===== src/rtl/history_read_arbiter.sv =====
// history_read_arbiter
//   Round-robin arbiter that shares the single unaligned read port of the
//   history-window memory among NUM_REQ match engines. It also forwards the
//   aligned write stream from the window loader. Read data comes back one cycle
//   after the grant, tagged with a one-hot resp_valid.
//
// Optional feature macro: HISTORY_ARB_RAW_STALL_EN
//   When this macro is defined, a read whose two touched lines collide with the
//   same-cycle write is held off for that cycle. The same winner retries on the
//   next cycle. When the macro is undefined, reads always issue and a colliding
//   read returns the data from before the write.
//
// Ports
//   clk, rst_n         clock, synchronous active-low reset
//   req_valid/addr     per-requester read request; requester i addr at slice i
//   req_ready          one-hot grant (handshake = valid & ready)
//   resp_valid/data    one-hot owner of the shared read-data bus, 1 cycle after grant
//   wr_valid/addr/data aligned write from window loader, always accepted
//   mem_write_*        memory write port (pass-through)
//   mem_read_*         memory read port; mem_read_data has 1-cycle latency
module history_read_arbiter #(
  parameter int NUM_REQ         = 4,
  parameter int WIDTH_BYTES     = 8,
  parameter int SIZE_BYTES_LOG2 = 15
) (
  input  logic                               clk,
  input  logic                               rst_n,
  input  logic [NUM_REQ-1:0]                 req_valid,
  input  logic [NUM_REQ*SIZE_BYTES_LOG2-1:0] req_addr,
  output logic [NUM_REQ-1:0]                 req_ready,
  output logic [NUM_REQ-1:0]                 resp_valid,
  output logic [WIDTH_BYTES*8-1:0]           resp_data,
  input  logic                               wr_valid,
  input  logic [SIZE_BYTES_LOG2-1:0]         wr_addr,
  input  logic [WIDTH_BYTES*8-1:0]           wr_data,
  output logic                               mem_write_enable,
  output logic [SIZE_BYTES_LOG2-1:0]         mem_write_address,
  output logic [WIDTH_BYTES*8-1:0]           mem_write_data,
  output logic                               mem_read_enable,
  output logic [SIZE_BYTES_LOG2-1:0]         mem_read_address,
  input  logic [WIDTH_BYTES*8-1:0]           mem_read_data
);

  localparam int AW     = SIZE_BYTES_LOG2;
  localparam int OFF_W  = $clog2(WIDTH_BYTES);
  localparam int LINE_W = AW - OFF_W;
  localparam int PTR_W  = (NUM_REQ > 1) ? $clog2(NUM_REQ) : 1;

  logic [NUM_REQ-1:0][AW-1:0] addr;
  logic [PTR_W-1:0]           rr_ptr;
  logic [PTR_W-1:0]           win;
  logic                       found;
  logic                       hazard;
  logic                       grant;
  logic [AW-1:0]              win_addr;
  int                         cand;

  for (genvar i = 0; i < NUM_REQ; i++) begin : g_unpack
    assign addr[i] = req_addr[i*AW +: AW];
  end

  // Search the requesters starting just after the last winner. The first valid
  // requester found in that order is the winner.
  always_comb begin
    found = 1'b0;
    win   = '0;
    cand  = 0;
    for (int k = 1; k <= NUM_REQ; k++) begin
      cand = int'(rr_ptr) + k;
      if (cand >= NUM_REQ) cand = cand - NUM_REQ;
      if (!found && req_valid[cand]) begin
        found = 1'b1;
        win   = PTR_W'(cand);
      end
    end
  end

  assign win_addr = addr[win];

`ifdef HISTORY_ARB_RAW_STALL_EN
  logic [LINE_W-1:0] win_line, win_line_nxt, wr_line;
  assign win_line     = win_addr[AW-1:OFF_W];
  // An unaligned read also touches the next line. The top line wraps to line 0.
  assign win_line_nxt = win_line + LINE_W'(1);
  assign wr_line      = wr_addr[AW-1:OFF_W];
  assign hazard       = wr_valid && ((wr_line == win_line) || (wr_line == win_line_nxt));
`else
  assign hazard = 1'b0;
`endif

  // req_ready is forced to 0 while rst_n is low.
  assign grant = rst_n && found && !hazard;

  assign req_ready        = grant ? (NUM_REQ'(1) << win) : '0;
  assign mem_read_enable  = grant;
  assign mem_read_address = win_addr;
  assign resp_data        = mem_read_data;

  assign mem_write_enable  = rst_n && wr_valid;
  assign mem_write_address = wr_addr;
  assign mem_write_data    = wr_data;

  always_ff @(posedge clk) begin
    if (!rst_n) begin
      rr_ptr     <= PTR_W'(NUM_REQ - 1);
      resp_valid <= '0;
    end else begin
      resp_valid <= req_ready;
      if (grant) rr_ptr <= win;
    end
  end

endmodule


===== config.mk =====
export PLATFORM = sky130hd
export DESIGN_NAME = history_read_arbiter
export DESIGN_NICKNAME = d
export VERILOG_FILES = /design/src/rtl/history_read_arbiter.sv
export SDC_FILE = /design/constraint.sdc
export NUM_CORES = 1
export LEC_CHECK = 0
export CAP_MARGIN = 20
export CORE_AREA = 2 2 145 147
export DETAILED_ROUTE_END_ITERATION = 10
export DIE_AREA = 0 0 147 149
export DONT_BUFFER_PORTS = 1
export PLACE_DENSITY = 0.3
export SETUP_SLACK_MARGIN = 0.15
export SLEW_MARGIN = 20
export SYNTH_ARGS = -nofsm -noshare
export SYNTH_HDL_FRONTEND = slang
export SYNTH_SLANG_ARGS = --single-unit

===== constraint.sdc =====
create_clock -name clk -period 1.45 [get_ports clk]
set_clock_uncertainty 0.2 [all_clocks]
set_input_delay 0.145 -clock clk [delete_from_list [all_inputs] [get_ports clk]]
set_output_delay 0.145 -clock clk [all_outputs]
set_load 0.05 [all_outputs]

-- Word level (Yosys, flattened, before mapping)
Cells that the tools add are included.
- register bits: 6
- bits of input ports: 210
- output and inout bits: 168
- $add $sub $neg: 8
- order comparisons: 9
- shift-type cells: 1
- mux-type cells: 27
- reductions and logical operators: 8
- operators with widths (operator ; count):
    < comparator 32 x 4 -> 1 bit (second input constant) ; 4
    2-to-1 mux 32 bit ; 4
    binary-select mux 15 bit (select 2 bit) ; 1
    2-to-1 mux 15 bit ; 1
    2-to-1 mux 1 bit ; 12
    subtractor 3 x 3 -> 4 bit (second input constant) ; 3
    >= comparator 3 bit (second input constant) ; 3
    binary-select mux 1 bit (select 2 bit) ; 4
    2-to-1 mux 2 bit ; 4
    adder 2 x 2 -> 3 bit (second input constant) ; 2
    logical AND 1 bit ; 5
    subtractor 4 x 3 -> 5 bit (second input constant) ; 1
    adder 2 x 3 -> 4 bit (second input constant) ; 1
    >= comparator 4 x 3 -> 1 bit (second input constant) ; 1
    2-to-1 mux 4 bit ; 1
    left shift 1 x 2 -> 4 bit (first input constant) ; 1
    adder 2 x 1 -> 3 bit (second input constant) ; 1
    logical NOT 1 bit ; 3
    < comparator 2 x 3 -> 1 bit (second input constant) ; 1

-- Depth between registers and ports, before layout
Gate-level depths: netlist (run 1).
- depth in word-level cells: 18
- depth in mapped cells: 7
- mapped depth without buffers: 5

-- Least setup slack after synthesis (run 1)
OpenSTA, ideal clock, no wires.
- path kind: reg2out
- start point: reg rr_ptr[0]
- end point: out req_ready[3]
- arrival time: 2125 ps
- required time: 1105 ps
- slack: -1020 ps
- stages on the path, launching flop included: 7
- path through: dfxtp_1 > nand2b_1 > a21o_1 > and3_1 > buf_6 > buf_6 > nor3_1
- cells in the longest elaborated chain, start to end: 18
- elaborated cells on any way between the ends: 45
- ends and longest elaborated chain (element ; line ; RTL):
    from (decl) ; 50 ; logic [PTR_W-1:0] rr_ptr;
    from (signal assigned) ; 105 ; rr_ptr <= PTR_W'(NUM_REQ - 1);
    from (signal assigned) ; 109 ; if (grant) rr_ptr <= win;
    adder 2 x 1 -> 3 bit ; 69 ; cand = int'(rr_ptr) + k;
    subtractor 3 x 3 -> 4 bit or >= comparator 3 bit (tied branches) ; 70 ; if (cand >= NUM_REQ) cand = cand - NUM_REQ;
    2-to-1 mux 32 bit ; 70 ;
    binary-select mux 1 bit (select 2 bit) ; 71 ; if (!found && req_valid[cand]) begin
    2-to-1 mux 1 bit (implied by the code) (2 in a row) ; 71 ;
    2-to-1 mux 1 bit ; 71 ;
    logical NOT 1 bit ; 71 ;
    logical AND 1 bit ; 71 ;
    2-to-1 mux 1 bit ; 71 ;
    logical NOT 1 bit ; 71 ;
    logical AND 1 bit ; 71 ;
    2-to-1 mux 1 bit ; 71 ;
    logical NOT 1 bit ; 71 ;
    logical AND 1 bit ; 71 ;
    2-to-1 mux 2 bit or 2-to-1 mux 1 bit (tied branches) ; 71 ;
    left shift 1 x 2 -> 4 bit or logical AND 1 bit (tied branches) ; 94, 92 ;
    2-to-1 mux 4 bit * ; 94 ; assign req_ready = grant ? (NUM_REQ'(1) << win) : '0;
    to (decl) ; 30 ; output logic [NUM_REQ-1:0] req_ready,
Every way passes the cells marked *; elsewhere a longest branch is shown, timed or not. The select of a mux whose other input is x is not followed.

-- Worst setup path after layout (run 1)
- start point: reg rr_ptr[0]
- end point: out mem_read_address[6]
- cells in the longest elaborated chain, start to end: 18
- elaborated cells on any way between the ends: 43
- ends and longest elaborated chain (element ; line ; RTL):
    adder 2 x 1 -> 3 bit ; 69 ;
    subtractor 3 x 3 -> 4 bit or >= comparator 3 bit (tied branches) ; 70 ;
    2-to-1 mux 32 bit ; 70 ;
    binary-select mux 1 bit (select 2 bit) ; 71 ;
    2-to-1 mux 1 bit (implied by the code) (2 in a row) ; 71 ;
    2-to-1 mux 1 bit ; 71 ;
    logical NOT 1 bit ; 71 ;
    logical AND 1 bit ; 71 ;
    2-to-1 mux 1 bit ; 71 ;
    logical NOT 1 bit ; 71 ;
    logical AND 1 bit ; 71 ;
    2-to-1 mux 1 bit ; 71 ;
    logical NOT 1 bit ; 71 ;
    logical AND 1 bit ; 71 ;
    2-to-1 mux 2 bit * ; 71 ;
    binary-select mux 15 bit (select 2 bit) * ; 78 ; assign win_addr = addr[win];
    2-to-1 mux 15 bit (implied by the code) * ; 78 ;
    to (decl) ; 40 ; output logic [SIZE_BYTES_LOG2-1:0] mem_read_address,
Marks and branches as above.

==> results of run 1 <==
worst max-delay path: cells and delay by family (launching register included):
kind | cells | cell delay (ps)
flip-flops | 1 | 340
buffers and inverters | 2 | 340
AND/OR/NAND/NOR | 2 | 390
AO/OA/AOI/OAI | 3 | 460
where the power goes:
| part | internal (mW) | switching (mW) | leakage [nW] |
|---|---|---|---|
| logic | 0.858 | 0.951 | 0.623 |
| registers | 0.183 | 0.0436 | 0.0491 |
| clock network | 0.354 | 0.0964 | 0.0370 |
| total | 1.40 | 1.09 | 0.709 |
area by class of cell:
class,instances,area [µm²],area share [%]
Clock buffer,3,75.1,3.34
Sequential cell,6,123,5.45
Tap cell,275,344,15.3
Inverter,1,3.75,0.167
Multi-Input combinational cell,104,1020,45.4
Timing Repair Buffer,42,682,30.3
routing by layer:
layer	part of all wire [%]	global-route usage [%]	wire (µm)
met1	36	5.32	2120
met2	46	7.84	2710
met3	11	1.93	672
met4	6.6	3.94	392
met5	0	0	0
cells in the final DEF (no fill, tap or decap), drive strengths merged:
| cell type | n |
|---|---|
| dlymetal6s4s | 1 |
| nand2 | 47 |
| nor3 | 4 |
| buf | 41 |
| clkbuf | 3 |
| and3 | 5 |
| o22ai | 1 |
| a32oi | 15 |
| mux2i | 1 |
| o21ai | 2 |
| nor2 | 3 |
| a21o | 2 |
| a21oi | 15 |
| and2 | 1 |
| inv | 1 |
| dfxtp | 6 |
| nor4 | 1 |
| nand2b | 3 |
| nor2b | 2 |
| nand3 | 2 |
flip-flops by register name, indices dropped and copies added, names as in the netlist:
signal	cells
rr_ptr	2
resp_valid	4
final timing paths:
| check | start | to | slack (ps) | cells after the start |
|---|---|---|---|---|
| max | rr_ptr[0] | mem_read_address[6] | -680 | 7 |
| min | req_valid[2] | rr_ptr[1] | 40 | 4 |
| max reg2reg | rr_ptr[0] | resp_valid[0] | -270 | 7 |
| min reg2reg | rr_ptr[0] | rr_ptr[0] | 290 | 2 |
through the flow:
| stage | total power, mW | cells |
|---|---|---|
| final | 2.49 | 431 |
| after global routing | 2.59 | 431 |
| after CTS | 2.52 | 431 |
| after detailed placement | 1.91 | 419 |
| after global placement | 1.90 | 419 |
| after floorplan | 2.36 | 265 |
cell families after synthesis:
kind of cell | synth area share (%)
AND/OR/NAND/NOR | 16.0
multiplexers | 0.537
flip-flops | 6.44
AO/OA/AOI/OAI | 14.8
buffers and inverters | 62.3
what timing repair did:
action / 4_1_cts / 5_1_grt
pin swaps: 4 / 0
setup endpoints to repair: 25 / 26
gates resized for setup: 17 / 4
buffers inserted: 6 / 0
hold endpoints to repair: 3 / 0
hold buffers: 1 / 0
gates cloned: 2 / 0
==> flow_summary_export.csv, run 1 <==
group,metric,value,unit
sta,worstMarginPinSlew,506,ps
clocking,clk_pin_slew_worst_paths,40,ps
setup_path,cp.arrival,1790,ps
global_route,gr-total-overflow,0,
synthesis,synth_top_area_cell,"buf_4",
detailed_routing,via_per_inst,2.82,
synthesis,synth-edff-count,0,
floorplan,io_pins,378,
detailed_routing,wirelength,5900,µm
clocking,cts_root_buf,"clkbuf_16",
setup_path,endpoint_kind,"output pin",
finish,final_util,10.9,%
floorplan,dieWidth,147,µm
sta,hold_ws,35.7,ps
power_and_ir_drop,p_per_area,1110,nW/µm²
setup_path,max_stage_delay,340,ps
setup_path,crit_top_cell,"buf_12",
sta,layout_min_cycle_time,2130,ps
place,post_dp_cell_area,1990,µm²
setup_path,path_cells,"nand2b_4 > a21o_1 > and3_4 > buf_12 > a21oi_1 > a32oi_4 > buf_12",
floorplan,die-area,21900,µm²
clocking,cts_buffer_depth,2,
clocking,ctsHtreeMaxLevel,1,
place,pre_cts_slack,-496,ps
synthesis,synth_seq_cells,6,
finish,area_growth_syn_to_layout,20.6,%
sta,setup_violations,25,
synthesis,synth_fp_nets,475,
global_route,grt_max_degree,25,
sta,hold_violations,0,
detailed_routing,vias,1216,
setup_path,start_kind,"flip-flop",
detailed_routing,drc_errors,0,
clocking,cts.sinks,6,
synthesis,synth_ff_type,"dfxtp_1",
synthesis,syn_area,1870,µm²
clocking,cts_buffers,3,
setup_path,path_class,"reg2out",
synthesis,synth.area.top_cells,"buf_4 (58%), nand2_1 (9.5%), a32oi_1 (7.0%)",
synthesis,synthTopCellsByCount,"buf_4 (144), nand2_1 (47), a32oi_1 (15)",
finish,fin_nets,368,
finish,n_fill_cell,2385,
clocking,clk_latency,230,ps
synthesis,ys_seq_area_share,6.44,%
synthesis,ys.warnings.count,0,
global_route,grt_pass1_wl,8070,µm
sta,rsz0062_at_grt,"yes",
setup_path,crit_path_top_delay_cell,"dfxtp_2",
finish,drive_above_1_share,67.9,%
finish,n_antenna_cell,0,
global_route,antenna_found_initial,0,
clocking,cts_tree,"yes",
synthesis,synth.most_common_cell,"buf_4",
sta,maxSlewHeadroom,66.2,%
sta,finalMaxSlewViolations,0,
detailed_routing,first_pass_iters,2,
place,port_buffers,0,
detailed_routing,wl_per_cell,13.7,µm
setup_path,critPathMaxFanout,12,
synthesis,synth.distinct_cells,25,
power_and_ir_drop,ir_worst_vdd,514,µV
power_and_ir_drop,cellLeakagePower,0.709,nW
sta,setup_slack,-684,ps
floorplan,rows,53,
place,place_congestion,0.645,
synthesis,syn_inst,265,
detailed_routing,first_iter_violations,5,
synthesis,async_flop_share,0,%
global_route,grt_pass1_vias,1333,
finish,fin_area,2250,µm²
sta,fmax,469,MHz
global_route,grt_usage,4.96,%
detailed_routing,antenna_left,0,
floorplan,core,20600,µm²
floorplan,die_height,149,µm
min_path,min_path_type,"in2reg",
synthesis,synth.avg_cell_area,7.04,µm²
synthesis,synth_top_area_share,57.9,%
run_status,failed_checks,"negative setup slack",
sta,finalCritPeriodShare,147,%
setup_path,crit_required,1110,ps
floorplan,start_util,9.07,%
place,dp.final_hpwl,4630,µm
run_status,status,"finished with violations",
job,max_cap_violations,0,
sta,setup_tns,-13110,ps
Note: power is estimated with default switching activity, not from simulation.
==> inputs of run 2 (changes only) <==
--- a/config.mk
+++ b/config.mk
@@ -16,3 +16,4 @@
 export SYNTH_ARGS = -nofsm -noshare
 export SYNTH_HDL_FRONTEND = slang
 export SYNTH_SLANG_ARGS = --single-unit
+export TNS_END_PERCENT = 20
==> flow_summary_export.csv, run 2 (synthesis results as in run 1) <==
group,metric,value,unit
min_path,min_path_type,"in2out",
floorplan,core,20600,µm²
floorplan,start_util,9.07,%
setup_path,endpoint_kind,"output pin",
finish,seq_area,121,µm²
setup_path,cp-endpoint,"mem_read_address[11]",
detailed_routing,first_iter_violations,27,
global_route,grt_max_degree,18,
sta,worstMarginPinSlew,495,ps
finish,fin_nets,371,
finish,drive_above_1_share,70.4,%
sta,rsz0062_at_grt,"yes",
clocking,cts_buffers,3,
sta,finalCritPeriodShare,148,%
sta,maxSlewHeadroom,66.9,%
global_route,gr-total-overflow,0,
clocking,cts.sinks,6,
clocking,ctsHtreeMaxLevel,1,
floorplan,dieWidth,147,µm
setup_path,r2r-start,"rr_ptr[0]",
finish,largest_register,"resp_valid",
setup_path,reg2reg_depth,9,
sta,hold_violations,0,
sta,finalMaxSlewViolations,0,
floorplan,rows,53,
sta,setup_slack,-692,ps
sta,fmax,467,MHz
detailed_routing,wirelength,6020,µm
finish,area_growth_syn_to_layout,23.7,%
floorplan,die_height,149,µm
detailed_routing,first_pass_iters,3,
run_status,failed_checks,"negative setup slack",
setup_path,start_kind,"flip-flop",
setup_path,startpoint,"rr_ptr[0]",
sta,setup_violations,24,
finish,n_fill_cell,2388,
detailed_routing,via_per_inst,2.85,
detailed_routing,wl_per_cell,13.9,µm
global_route,grt_usage,4.96,%
finish,multiInputGateArea,1030,µm²
clocking,cts_buffer_depth,2,
global_route,grt_pass1_vias,1287,
min_path,worstHoldStart,"wr_addr[11]",
detailed_routing,vias,1237,
clocking,cts_tree,"yes",
setup_path,ff2ff_setup_slack,-300,ps
setup_path,cp.arrival,1800,ps
sta,hold_ws,90.0,ps
floorplan,die-area,21900,µm²
setup_path,r2r-end,"rr_ptr[0]",
global_route,grt_pass1_wl,8130,µm
clocking,clk_latency,230,ps
power_and_ir_drop,p_per_area,1090,nW/µm²
job,max_cap_violations,0,
setup_path,path_class,"reg2out",
finish,final_util,11.2,%
place,dp.final_hpwl,4730,µm
floorplan,io_pins,378,
finish,top_regs,"resp_valid (4), rr_ptr (2)",
run_status,status,"finished with violations",
power_and_ir_drop,ir_worst_vdd,158,µV
finish,n_antenna_cell,0,
global_route,antenna_found_initial,0,
detailed_routing,antenna_left,0,
place,place_congestion,0.669,
clocking,clk_pin_slew_worst_paths,40,ps
place,port_buffers,0,
setup_path,critPathMaxFanout,13,
place,placed_cells,424,
clocking,cts_root_buf,"clkbuf_16",
finish,final_cell_mix,"buf_12 (27), nand2_1 (25), nand2_2 (21)",
finish,largest_reg_flops,4,
sta,layout_min_cycle_time,2140,ps
power_and_ir_drop,cellLeakagePower,0.737,nW
finish,final_common_cell,"buf_12",
setup_path,crit_required,1110,ps
finish,instances_no_fill,434,
detailed_routing,drc_errors,0,
-- run 2: changes by cell type in the layout (fill, tap and decap cells not counted), sizes merged --
cell,change
buf,+3
-- run 2: cell type report --
type                            instances  share of cell area, %
Clock buffer                            3                   3.25
Sequential cell                         6                   5.26
Inverter                                1                  0.163
Tap cell                              275                   14.9
Timing Repair Buffer                   45                   31.9
Multi-Input combinational cell        104                   44.6
-- run 2: worst min path at each step --
stage | to | slack, ps | cells after the start
detailed placement | rr_ptr[0] | 10 | 1
global placement | rr_ptr[0] | 10 | 1
CTS | mem_write_address[12] | 90 | 0
global route | resp_data[6] | 90 | 0
floorplan | rr_ptr[0] | 7 | 1
finish | mem_write_address[11] | 90 | 0
-- run 2: power by group --
part	total, mW	switching [mW]	internal [mW]
Sequential	0.226	0.0432	0.183
Clock	0.450	0.0959	0.354
Combinational	1.84	0.950	0.893
-- run 2: repair_timing --
item	4_1_cts	5_1_grt
pin swaps	13	7
resized for setup	24	7
hold buffers	1	0
cloned	2	0
endpoints found under the setup margin	26	26
buffers inserted	4	0
hold endpoints to repair	4	0
-- run 2: per-layer routing --
| metal | global-route usage [%] | vias up | wire length [µm] |
|---|---|---|---|
| li1 | - | 512 | - |
| met1 | 4.70 | 579 | 1910 |
| met2 | 8.05 | 90 | 2880 |
| met3 | 2.42 | 56 | 827 |
| met4 | 4.38 | 0 | 405 |
| met5 | 0 | - | 0 |
-- run 2: through the flow --
| step | TNS [ps] | instance area (µm²) | power (mW) | setup WS [ps] |
|---|---|---|---|---|
| finish | -13310 | 2310 | 2.52 | -692 |
| global route | -15330 | 2310 | 2.63 | -791 |
| CTS | -13990 | 2270 | 2.56 | -717 |
| detailed placement | -9920 | 2010 | 1.93 | -539 |
| global placement | -9560 | 2010 | 1.92 | -498 |
| floorplan | -7470 | 2250 | 2.33 | -388 |
-- run 2: worst max-delay path: stages (launching register included) --
cell and delay [ps]:
dfxtp_2 340, nand2b_4 120, a21o_1 160, and3_4 280
buf_12 170, nand2_2 70, a32oi_4 240, buf_12 170
